## src/rtl/vrf_seq_pkg.sv

```systemverilog
`default_nettype none
// ============================================================================
// Module      : vrf_seq_pkg
// Description : Shared definitions for the vector-RAM read-stream sequencer.
//               Holds the sequencer state encoding and the default geometry
//               of the 1024x128 dual-port vector RAM it drives.
// Revision    : 1.0 - initial release
// ============================================================================
package vrf_seq_pkg;

    // Default geometry of the vector RAM wrapper (port B side)
    localparam int c_AW    = 10;    // RAM address width
    localparam int c_DEPTH = 1024;  // RAM words, addresses wrap modulo this
    localparam int c_DW    = 128;   // data word width
    localparam int c_CW    = 11;    // command count width (holds DEPTH)

    // Sequencer states
    typedef enum logic [1:0] {
        IDLE  = 2'd0,   // waiting for a command
        ISSUE = 2'd1,   // issuing port-B reads
        DRAIN = 2'd2,   // all reads issued, emptying the capture path
        DONE  = 2'd3    // one-cycle completion state
    } seq_state_e;

endpackage : vrf_seq_pkg
`default_nettype wire

```

## src/rtl/vrf_seq_skid2.sv

```systemverilog
`default_nettype none
// ============================================================================
// Module      : vrf_seq_skid2
// Description : Two-entry FIFO holding {last, data} words captured from the
//               RAM read port. Push and pop may occur in the same cycle.
//               The caller guarantees no push when full and no pop when empty.
// Ports       : clk          in   clock, rising edge
//               reset        in   synchronous active-high reset
//               i_push       in   write i_push_data this cycle
//               i_push_data  in   W-bit entry to store
//               i_pop        in   discard the head entry this cycle
//               o_head       out  head entry (oldest); zero when never written
//               o_occ        out  number of valid entries (0..2)
// Revision    : 1.0 - initial release
// ============================================================================
module vrf_seq_skid2 #(
    parameter int W = 129
) (
    input  logic         clk,
    input  logic         reset,
    input  logic         i_push,
    input  logic [W-1:0] i_push_data,
    input  logic         i_pop,
    output logic [W-1:0] o_head,
    output logic [1:0]   o_occ
);

    logic [W-1:0] r_mem [2];
    logic         r_wr_ptr;
    logic         r_rd_ptr;
    logic [1:0]   r_occ;

    always_ff @(posedge clk) begin
        if (reset) begin
            r_mem[0] <= '0;
            r_mem[1] <= '0;
            r_wr_ptr <= 1'b0;
            r_rd_ptr <= 1'b0;
            r_occ    <= 2'd0;
        end else begin
            if (i_push) begin
                r_mem[r_wr_ptr] <= i_push_data;
                r_wr_ptr        <= ~r_wr_ptr;
            end
            if (i_pop) begin
                r_rd_ptr <= ~r_rd_ptr;
            end
            r_occ <= r_occ + {1'b0, i_push} - {1'b0, i_pop};
        end
    end

    assign o_head = r_mem[r_rd_ptr];
    assign o_occ  = r_occ;

endmodule : vrf_seq_skid2
`default_nettype wire

```

## src/rtl/vrf_rd_stream_seq.sv

```systemverilog
`default_nettype none
// ============================================================================
// Module      : vrf_rd_stream_seq
// Description : Read-stream sequencer driving port B of the vector RAM.
//               Accepts one {base, count} command, issues one read per cycle
//               (addresses wrap modulo DEPTH) and returns the words in
//               address order as a valid/ready stream. The 1-cycle RAM read
//               latency and downstream backpressure are absorbed by a
//               two-entry capture FIFO plus a bypass path for the word
//               arriving from the RAM this cycle.
// Ports       : clk, reset            clock / synchronous active-high reset
//               cmd_valid/cmd_ready   command handshake (ready only in IDLE)
//               cmd_base [AW]         first word address
//               cmd_count [CW]        word count, 0 = empty command
//               ram_addr_b [AW]       port-B address
//               ram_rden_b            port-B read strobe
//               ram_out_b [DW]        port-B read data (1 cycle after read)
//               out_valid/out_ready   stream handshake
//               out_data [DW]         stream word
//               out_last              final word of the command
//               busy                  command in progress (state != IDLE)
//               done                  1-cycle completion pulse
// Revision    : 1.0 - initial release
// ============================================================================
module vrf_rd_stream_seq
    import vrf_seq_pkg::*;
#(
    parameter int AW    = c_AW,
    parameter int DEPTH = c_DEPTH,
    parameter int DW    = c_DW,
    parameter int CW    = c_CW
) (
    input  logic          clk,
    input  logic          reset,
    input  logic          cmd_valid,
    output logic          cmd_ready,
    input  logic [AW-1:0] cmd_base,
    input  logic [CW-1:0] cmd_count,
    output logic [AW-1:0] ram_addr_b,
    output logic          ram_rden_b,
    input  logic [DW-1:0] ram_out_b,
    output logic          out_valid,
    input  logic          out_ready,
    output logic [DW-1:0] out_data,
    output logic          out_last,
    output logic          busy,
    output logic          done
);

    seq_state_e    r_state;
    logic [AW-1:0] r_addr;          // next address to read
    logic [CW-1:0] r_remaining;     // reads still to issue
    logic          r_inflight;      // read issued last cycle, data on ram_out_b now
    logic          r_inflight_last; // that read was the final one of the command

    logic [DW:0]   w_head;          // {last, data} at FIFO head
    logic [1:0]    w_occ;
    logic          w_buf_valid;
    logic          w_pop;
    logic          w_push;
    logic          w_buf_pop;
    logic [2:0]    w_fill;
    logic          w_issue;
    logic [AW-1:0] w_addr_nxt;

    vrf_seq_skid2 #(
        .W (DW + 1)
    ) u_skid (
        .clk         (clk),
        .reset       (reset),
        .i_push      (w_push),
        .i_push_data ({r_inflight_last, ram_out_b}),
        .i_pop       (w_buf_pop),
        .o_head      (w_head),
        .o_occ       (w_occ)
    );

    // Stream output: FIFO head when it holds anything, otherwise the word
    // arriving from the RAM this cycle. An arriving word that is not taken
    // is pushed into the FIFO, so the presented word stays stable under
    // backpressure.
    assign w_buf_valid = (w_occ != 2'd0);
    assign out_valid   = w_buf_valid | r_inflight;

    always_comb begin
        out_data = '0;
        out_last = 1'b0;
        if (w_buf_valid) begin
            out_data = w_head[DW-1:0];
            out_last = w_head[DW];
        end else if (r_inflight) begin
            out_data = ram_out_b;
            out_last = r_inflight_last;
        end
    end

    assign w_pop     = out_valid & out_ready;
    assign w_buf_pop = w_pop & w_buf_valid;
    // The arriving word skips the FIFO only when it is consumed straight away.
    assign w_push    = r_inflight & ~(~w_buf_valid & w_pop);

    // Words held after this cycle = occ + inflight - pop; a new read is safe
    // while that stays below 2, so its data always finds a free entry.
    assign w_fill  = {1'b0, w_occ} + {2'b00, r_inflight};
    assign w_issue = (r_state == ISSUE) && (w_fill < (3'd2 + {2'b00, w_pop}));

    assign ram_rden_b = w_issue;
    assign ram_addr_b = r_addr;

    assign w_addr_nxt = (r_addr == AW'(DEPTH - 1)) ? '0 : r_addr + AW'(1);

    assign cmd_ready = (r_state == IDLE);
    assign busy      = (r_state != IDLE);
    assign done      = (r_state == DONE);

    always_ff @(posedge clk) begin
        if (reset) begin
            r_state         <= IDLE;
            r_addr          <= '0;
            r_remaining     <= '0;
            r_inflight      <= 1'b0;
            r_inflight_last <= 1'b0;
        end else begin
            r_inflight      <= w_issue;
            r_inflight_last <= w_issue && (r_remaining == CW'(1));

            if (w_issue) begin
                r_addr      <= w_addr_nxt;
                r_remaining <= r_remaining - CW'(1);
            end

            case (r_state)
                IDLE: begin
                    if (cmd_valid) begin
                        r_addr      <= cmd_base;
                        r_remaining <= cmd_count;
                        r_state     <= (cmd_count == '0) ? DONE : ISSUE;
                    end
                end
                ISSUE: begin
                    if (w_issue && (r_remaining == CW'(1))) begin
                        r_state <= DRAIN;
                    end
                end
                DRAIN: begin
                    if (w_pop && out_last) begin
                        r_state <= DONE;
                    end
                end
                DONE: begin
                    r_state <= IDLE;
                end
                default: begin
                    r_state <= IDLE;
                end
            endcase
        end
    end

endmodule : vrf_rd_stream_seq
`default_nettype wire

```

## config.mk

```make
export PLATFORM = sky130hd
export DESIGN_NAME = vrf_rd_stream_seq
export DESIGN_NICKNAME = d
export VERILOG_FILES = /design/src/rtl/vrf_seq_pkg.sv /design/src/rtl/vrf_seq_skid2.sv /design/src/rtl/vrf_rd_stream_seq.sv
export SDC_FILE = /design/constraint.sdc
export NUM_CORES = 1
export LEC_CHECK = 0
export CAP_MARGIN = 20
export CORE_ASPECT_RATIO = 1.1
export CORE_MARGIN = 2
export CORE_UTILIZATION = 56
export CTS_CLUSTER_SIZE = 10
export DETAILED_ROUTE_END_ITERATION = 10
export PLACE_DENSITY = 0.85
export REMOVE_ABC_BUFFERS = 1
export SLEW_MARGIN = 20
export SYNTH_ARGS = -nofsm -noshare
export SYNTH_HDL_FRONTEND = slang
export SYNTH_SLANG_ARGS = --single-unit
```

## constraint.sdc

```tcl
create_clock -name clk -period 21.5 [get_ports clk]
set_input_delay 3.225 -clock clk [delete_from_list [all_inputs] [get_ports clk]]
set_output_delay 3.225 -clock clk [all_outputs]
set_load 0.005 [all_outputs]
```

==> out/metrics.yaml, run 1 <==
ff2ff_path_depth: 5
yosysUniqueCellTypes: 45
syn_inst: 1208
async_flop_share_pct: 0
synthFlopType: "edfxtp_1"
slowest_delay_ns: 0.56
cts_resized: 0
routabilityCongestion: 0.8596
die_y_um: 170.2
yosysTopAreaCell: "edfxtp_1"
hold-path-cell-count: 2
setup-violations-final: 0
min_period_over_period_pct: 39.11
p_switching_uw: 625.8
wire_per_inst_um: 19.70
crit_required_ns: 18.27
antenna_found_initial: 4
synth.area.top_cells: "edfxtp_1 55%, and2_1 12%, mux2i_1 9.2%, nand3_1 5.1%, o21ai_0 4.6%"
p_seq_share_pct: 37.2
n_fill_cell: 1680
ant_nets: 0
synth_edf_count: 258
r2r_slack_ns: 16.99
synthesis.area_sq_um: 14070
clk_latency_ns: 0.50
grt_max_degree: 119
cp_common_cell: "clkdlybuf4s50_1"
cts_setup_buffers: 0
yosys.area_share.simple_pct: 19.81
slew_headroom_pct: 31.43
crit_slowest_cell: "a31o_1"
clockBufferDepth: 3
core_sq_um: 24550
synth_mux_area_share_pct: 9.180
critPathKind: "in2out"
min_from: "r_remaining[1]"
vias: 10390
cap_violations: 0
switching_share_pct: 32.08
dp_hpwl_um: 21200
drv_slew: 0
initial_core_util_pct: 57.30
synthToLayoutAreaGrowth_pct: 29.38
cp_max_fo: 16
cp-start-kind: "input port"
ys_seq_area_share_pct: 59.35
synth-seq-cells: 288
synth_top_family_by_area: "simple AND/OR/NAND/NOR gates"
drive_gt1_share_pct: 4.549
die_area_sq_um: 26400
synth.most_common_cell: "and2_1"
dpl_cell_area_sq_um: 17160
htree_levels: 2
irDropWorstVdd_mv: 0.08771
cts_tree: "yes"
rsz0062_at_grt: "false"
die_w_um: 155.1
route.detailed.drc: 0
layout_min_cycle_time_ns: 8.409
fin_area_sq_um: 18200
min_path_type: "reg2reg"
placed_cells: 1730
drt-vias-per-instance: 5.816
fin_setup_tns_ns: 0
synth_top_area_share_pct: 55.08
grt_pass1_vias: 10400
fmax_mhz: 118.9
drtIter0Drc: 882
finalHoldWorstSlack_ns: 0.5153
pwr-share-comb_pct: 36.3
worst_clock_skew_ns: 0.01039
synth-xor-area-share_pct: 1.059
routed_wl_um: 35200
worst_pin_slew_ns: 1.029
crit_path_end_kind: "output pin"
grt_pass1_wl_um: 54420
leakage_nw: 6.309
overflow: 0
clk_pin_slew_worst_paths_ns: 0.05
p_int_mw: 1.325
power_frac_clock_pct: 26.5
fin_cells: 1787
drt_first_pass_iters: 5
yosys.area_share.adder_pct: 0.9785
synth_compound_area_share_pct: 6.663
postCtsHoldBufs: 0
timing.critical_path.buf_inv: 3
p_per_area_nw_per_um2: 107.2
crit_family: "buffers and inverters"
fp-row-count: 60
numCtsBuffers: 34
whs_endpoint: "r_remaining[1]"
r2r-start: "r_inflight"
yosysWarnings: 0
io_buffers: 296
syn_avg_cell_area_sq_um: 11.64
outcome: "completed"
track_usage_pct: 26.05
pin_count: 297
synth_common_cells: "260 x and2_1, 258 x edfxtp_1, 142 x nand3_1, 130 x o21ai_0, 129 x mux2i_1"
cts_sinks: 288
crit_chain: "clkdlybuf4s50_1 > a31o_1 > nand2_4 > inv_2 > clkdlybuf4s50_1"
hold_viol_final: 0
cp.arrival_ns: 5.18
r2r-end: "u_skid.r_mem[1][36]"
cts-root-buf: "clkbuf_16"
nNetsFinal: 1623
==> logic make-up after synthesis <==
family / Yosys count
muxes: 129
buffers and inverters: 104
adders and majority gates: 11
DFF: 288
and+or+nand+nor: 492
AOI/OAI and AO/OA: 167
xor gates and xnor gates: 17
==> routing by layer <==
layer	track usage, %	vias up	wire [um]
met3	5.679	98	2498
met2	43.15	409	17140
met4	12.60	0	1611
met5	0	-	0
li1	-	4870	-
met1	32.67	5016	13950
==> final cells by class <==
class                      instances  area, sq um  area share [%]
antenna                            4        10.01         0.05500
clock buffer                      50        974.7           5.356
inverter                           7        26.28          0.1444
multi-input combinational        816         5333           29.30
sequential                       288         8356           45.91
tap                              310        387.9           2.131
timing repair buffer             312         3112           17.10
==> worst max-delay path by stage <==
stage,start,depth (start not counted),endpoint,slack [ns]
after floorplan,u_skid.o_occ[1],2,out_data[0],10.10
after global placement,out_ready,5,ram_rden_b,13.17
after detailed placement,out_ready,5,ram_rden_b,13.13
after CTS,out_ready,5,ram_rden_b,13.11
after global routing,out_ready,5,ram_rden_b,12.96
final,out_ready,5,ram_rden_b,13.09
==> cell usage in the layout, fill, tap and decap left out, types with 11 or more instances in the layout <==
cell | synthesis | layout
a211oi_1 | 14 | 14
and2_1 | 260 | 260
buf_4 | 1 | 13
clkbuf_1 | 68 | 13
clkbuf_16 | 0 | 37
clkdlybuf4s50_1 | 0 | 296
dfxtp_1 | 30 | 28
edfxtp_1 | 258 | 258
ha_1 | 11 | 11
mux2i_1 | 129 | 129
nand2_1 | 14 | 14
nand3_1 | 142 | 142
nor2_1 | 36 | 35
o21ai_0 | 130 | 130
xor2_1 | 13 | 13
==> through the flow <==
stage,power [mW],setup WS (ns),util [%]
floorplan,1.097,10.10,-
finish,1.951,13.09,74.13
global route,2.044,12.96,74.12
detailed placement,1.432,13.13,69.91
global placement,1.416,13.17,69.91
CTS,1.951,13.11,73.88
==> worst reg2reg max path, stage by stage, from the launching register on <==
cell and delay [ns]:
dfxtp_4 0.83, buf_4 0.83, nand2_1 0.41, nor3b_2 0.29, or2_4 0.82, buf_4 0.91
==> sequential cells by signal (all words and copies together), names as in the netlist, named ones only <==
register,count
r_state,2
r_remaining,11
u_skid.r_rd_ptr,1
u_skid.r_mem,258
u_skid.r_wr_ptr,1
r_inflight_last,1
u_skid.o_occ,2
r_inflight,1
ram_addr_b,10
==> power groups by stage <==
| stage | clock network (mW) | registers, mW | logic [mW] |
|---|---|---|---|
| floorplan | 0 | 0.751 | 0.345 |
| global placement | 0 | 0.733 | 0.683 |
| detailed placement | 0 | 0.736 | 0.696 |
| CTS | 0.525 | 0.725 | 0.701 |
| global route | 0.544 | 0.732 | 0.767 |
| finish | 0.518 | 0.725 | 0.708 |
Power figures use the tool's default switching activity.
==> run 2: changes to the inputs <==
Settings changed: CORE_UTILIZATION 56 to 47, PLACE_DENSITY 0.85 to 0.75.
Clock period 21.5 ns to 7.47 ns, I/O delays scaled along.
==> run 2 against run 1 <==
Net effect:
- worst hold slack worse by 0.00055 ns
- sequential power grew to 2.9 times the previous value
- clock skew decreased by 0.0013 ns
- setup slack got worse by 10 ns
- die area increased by 19%
==> out/metrics.yaml, run 2 (synthesized netlist as in run 1, its figures left out) <==
outcome: "completed"
antenna_found_initial: 3
synthToLayoutAreaGrowth_pct: 29.59
cp-start-kind: "flip-flop"
grt_pass1_wl_um: 52860
min_path_type: "reg2reg"
worst_pin_slew_ns: 1.054
rsz0062_at_grt: "false"
critPathKind: "reg2out"
crit_path_end_kind: "output pin"
crit_required_ns: 6.35
die_area_sq_um: 31330
nNetsFinal: 1621
r2r_slack_ns: 4.21
drt_first_pass_iters: 6
cap_violations: 0
cp_max_fo: 75
worst_clock_skew_ns: 0.009129
irDropWorstVdd_mv: 0.4407
largest_reg_flops: 258
overflow: 0
route.detailed.drc: 0
fp-row-count: 66
die_y_um: 185.4
numCtsBuffers: 34
min_from: "r_remaining[1]"
dp_hpwl_um: 21130
htree_levels: 2
drv_slew: 0
routabilityCongestion: 0.8566
track_usage_pct: 21.35
cts_tree: "yes"
ant_nets: 0
drt-vias-per-instance: 5.482
finalHoldWorstSlack_ns: 0.5148
fin_util_pct: 61.83
pin_count: 297
clockBufferDepth: 3
slew_headroom_pct: 29.73
core_sq_um: 29480
layout_min_cycle_time_ns: 4.617
routed_wl_um: 34300
fmax_mhz: 216.6
p_per_area_nw_per_um2: 303.4
drtIter0Drc: 785
initial_core_util_pct: 47.71
r2r-start: "r_inflight"
largest-register: "u_skid.r_mem"
io_buffers: 296
layout_common_cells: "296 x clkdlybuf4s50_1, 260 x and2_1, 258 x edfxtp_1"
cts_setup_buffers: 0
cts-root-buf: "clkbuf_16"
worstSetupStartpoint: "r_inflight"
postCtsHoldBufs: 0
hold_viol_final: 0
drive_gt1_share_pct: 4.360
setup-violations-final: 0
grt_max_degree: 261
cp.arrival_ns: 3.50
clk_latency_ns: 0.49
vias: 10120
clk_pin_slew_worst_paths_ns: 0.06
final_common_cell: "clkdlybuf4s50_1"
fin_setup_tns_ns: 0
min_period_over_period_pct: 61.80
cts_resized: 0
wire_per_inst_um: 18.58
die_w_um: 168.9
cts_sinks: 288
grt_pass1_vias: 9780
leakage_nw: 6.280
-- run 2: cell types whose count changed in the layout (fill, tap and decap cells not counted) --
cell,before,now
buf_12,2,3
inv_6,0,1
clkinv_1,0,1
clkbuf_16,37,35
buf_4,13,10
clkbuf_1,13,10
-- run 2: worst max-delay path, stage by stage, from the launching register on --
cell             delay, ns
dfxtp_4               0.95
ha_1                  0.28
ha_1                  0.23
nor2_1                0.13
a31o_1                0.55
nand2_4               0.17
inv_2                 0.16
clkdlybuf4s50_1       0.52
-- run 2: cell type report --
type                            count  area, sq um
Antenna cell                        4        10.01
Clock inverter                      2        12.51
Tap cell                          374        467.9
Sequential cell                   288         8356
Timing Repair Buffer              310         3109
Multi-Input combinational cell    816         5333
Clock buffer                       45        913.4
Fill cell                        2298        11250
Inverter                            7        26.28
-- run 2: path summary, 6_finish.rpt --
kind,to,cells after the start
max,ram_rden_b,7
min,r_remaining[1],2
max reg2reg,u_skid.r_mem[1][33],5
min reg2reg,r_remaining[1],2
-- run 2: power breakdown --
| part | internal [mW] | switching [mW] | leakage (nW) |
|---|---|---|---|
| combinational | 0.978 | 1.02 | 2.91 |
| clock | 0.844 | 0.579 | 0.449 |
| sequential | 1.94 | 0.174 | 2.92 |
-- run 2: layer usage --
metal / up-vias / global-route usage [%] / routed length (um) / part of all wire, %
li1: 4857 / - / - / -
met1: 4865 / 27.20 / 13840 / 40
met2: 339 / 36.16 / 17190 / 50
met3: 59 / 5.150 / 2468 / 7.2
met4: 0 / 6.621 / 799 / 2.3
met5: - / 0 / 0 / 0
-- run 2: through the flow --
stage                     std cells  power [mW]  worst slack (ns)  instance area, sq um
after global routing           1844       5.831             2.612                 18220
after detailed placement       1794       4.143             3.288                 17280
after floorplan                1111       3.188            -3.684                 13680
after CTS                      1841       5.570             2.870                 18210
final                          1846       5.531             2.853                 18230
after global placement         1793       4.107             3.349                 17260
==> run 3: changes to the inputs <==
Clock period 7.47 ns to 3.9 ns, I/O delays scaled along.
==> run 3 against run 2 <==
Net effect:
- count of clock-buffer cells in the layout up 4
- clock power grew 100%
- combinational power increased by 100%
- critical path type unchanged
- critical endpoint unchanged
- sequential power is 86% higher
- utilization is 0.59 points higher
- total power grew 95%
- register-to-register slack worse by 2.7 ns
- setup slack got worse by 2.3 ns
- sequential cell count stayed put
- non-clock buffer count rose by 2
- sequential share of layout area down 0.43 points
- largest cell class unchanged
==> out/metrics.yaml, run 3 (synthesized netlist as in run 1, its figures left out) <==
grt_max_degree: 166
overflow: 0
pwr-share-comb_pct: 37.0
ant_nets: 0
min_period_over_period_pct: 85.91
crit_cells: 8
hold_viol_final: 0
crit_slowest_cell: "dfxtp_4"
fin_area_sq_um: 18400
postCtsHoldBufs: 0
timing.critical_path.buf_inv: 3
antenna_found_initial: 3
die_w_um: 168.9
dpl_cell_area_sq_um: 17420
cp_max_fo: 27
p_int_mw: 7.345
worst_clock_skew_ns: 0.007513
drv_slew: 0
htree_levels: 2
cts_resized: 0
dp_hpwl_um: 21600
crit_required_ns: 3.31
r2r-start: "r_inflight"
largest-register: "u_skid.r_mem"
wire_per_inst_um: 18.93
p_per_area_nw_per_um2: 587.4
fin_cells: 1850
slew_headroom_pct: 28.47
fin_setup_tns_ns: 0
cts_tree: "yes"
layout_min_cycle_time_ns: 3.351
critPathKind: "reg2out"
switching_share_pct: 32.04
irDropWorstVdd_mv: 0.5891
routabilityCongestion: 0.8766
cp_common_cell: "ha_1"
rsz0062_at_grt: "false"
slowest_delay_ns: 0.56
drt-vias-per-instance: 5.499
route.detailed.drc: 0
routed_wl_um: 35020
ff2ff_path_depth: 6
pin_count: 297
vias: 10170
hold-path-cell-count: 2
grt_pass1_vias: 10050
crit_path_end_kind: "output pin"
clk_latency_ns: 0.49
cts_sinks: 288
clk_pin_slew_worst_paths_ns: 0.05
fmax_mhz: 298.5
numCtsBuffers: 35
finalHoldWorstSlack_ns: 0.5155
core_sq_um: 29480
p_seq_share_pct: 36.4
synthToLayoutAreaGrowth_pct: 30.82
die_y_um: 185.4
cp.arrival_ns: 2.77
placed_cells: 1797
clockBufferDepth: 3
power_frac_clock_pct: 26.6
cp-start-kind: "flip-flop"
initial_core_util_pct: 47.71
p_switching_mw: 3.463
min_from: "r_remaining[1]"
die_area_sq_um: 31330
fp-row-count: 66
drt_first_pass_iters: 5
cts_setup_buffers: 0
final_common_cell: "clkdlybuf4s50_1"
grt_pass1_wl_um: 53860
drtIter0Drc: 777
largest_reg_flops: 258
min_path_type: "reg2reg"
drive_gt1_share_pct: 4.613
worstSetupStartpoint: "r_inflight"
leakage_nw: 6.350
crit_family: "buffers and inverters"
worst_pin_slew_ns: 1.070
setup-violations-final: 0
cts-root-buf: "clkbuf_16"
outcome: "completed"
nNetsFinal: 1624
io_buffers: 296
crit_chain: "ha_1 > ha_1 > nor2_1 > a31o_1 > buf_4 > nand2_4 > inv_2 > clkdlybuf4s50_1"
cap_violations: 0
layout_common_cells: "296 x clkdlybuf4s50_1, 260 x and2_1, 258 x edfxtp_1"
track_usage_pct: 21.67
## run 3: through the flow
stage	setup WS (ns)	utilization, %	total power [mW]
finish	0.5495	62.42	10.81
CTS	0.5490	62.40	10.88
global route	0.4007	62.41	11.34
global placement	1.072	59.07	7.946
floorplan	-7.254	-	5.438
detailed placement	1.036	59.07	8.014
## run 3: final cells by class
cell class	count	area [sq um]
fill	2333	11080
timing repair buffer	312	3233
inverter	7	26.28
tap	374	467.9
antenna	2	5.005
clock inverter	2	10.01
clock buffer	49	970.9
multi-input combinational	816	5333
sequential	288	8356
## run 3: power groups by stage
stage,combinational [mW],sequential [mW],clock (mW)
4_1_cts,4.04,3.93,2.91
3_5_place_dp,4.03,3.99,0
2_1_floorplan,1.37,4.07,0
6_report,4.00,3.93,2.87
3_3_place_gp,3.97,3.97,0
5_1_grt,4.35,3.97,3.03
## run 3: worst paths after layout
| check | endpoint | slack [ns] |
|---|---|---|
| max | ram_rden_b | 0.55 |
| min | r_remaining[1] | 0.52 |
| max reg2reg | r_state[0] | 1.55 |
| min reg2reg | r_remaining[1] | 0.52 |
## run 3: tightest hold or removal path, cell delays in order, from the launching register on
cell	delay [ns]
dfxtp_1	0.32
nand2_1	0.06
a311oi_1	0.08
## run 3: per-layer routing
layer	part of all wire [%]	vias to the layer above	track usage [%]	wire (um)
met3	7.0	61	5.171	2443
met2	49	335	36.62	17110
met4	2.6	2	6.621	922
met1	41	4917	27.75	14530
met5	0.037	-	0	13
li1	-	4858	-	-
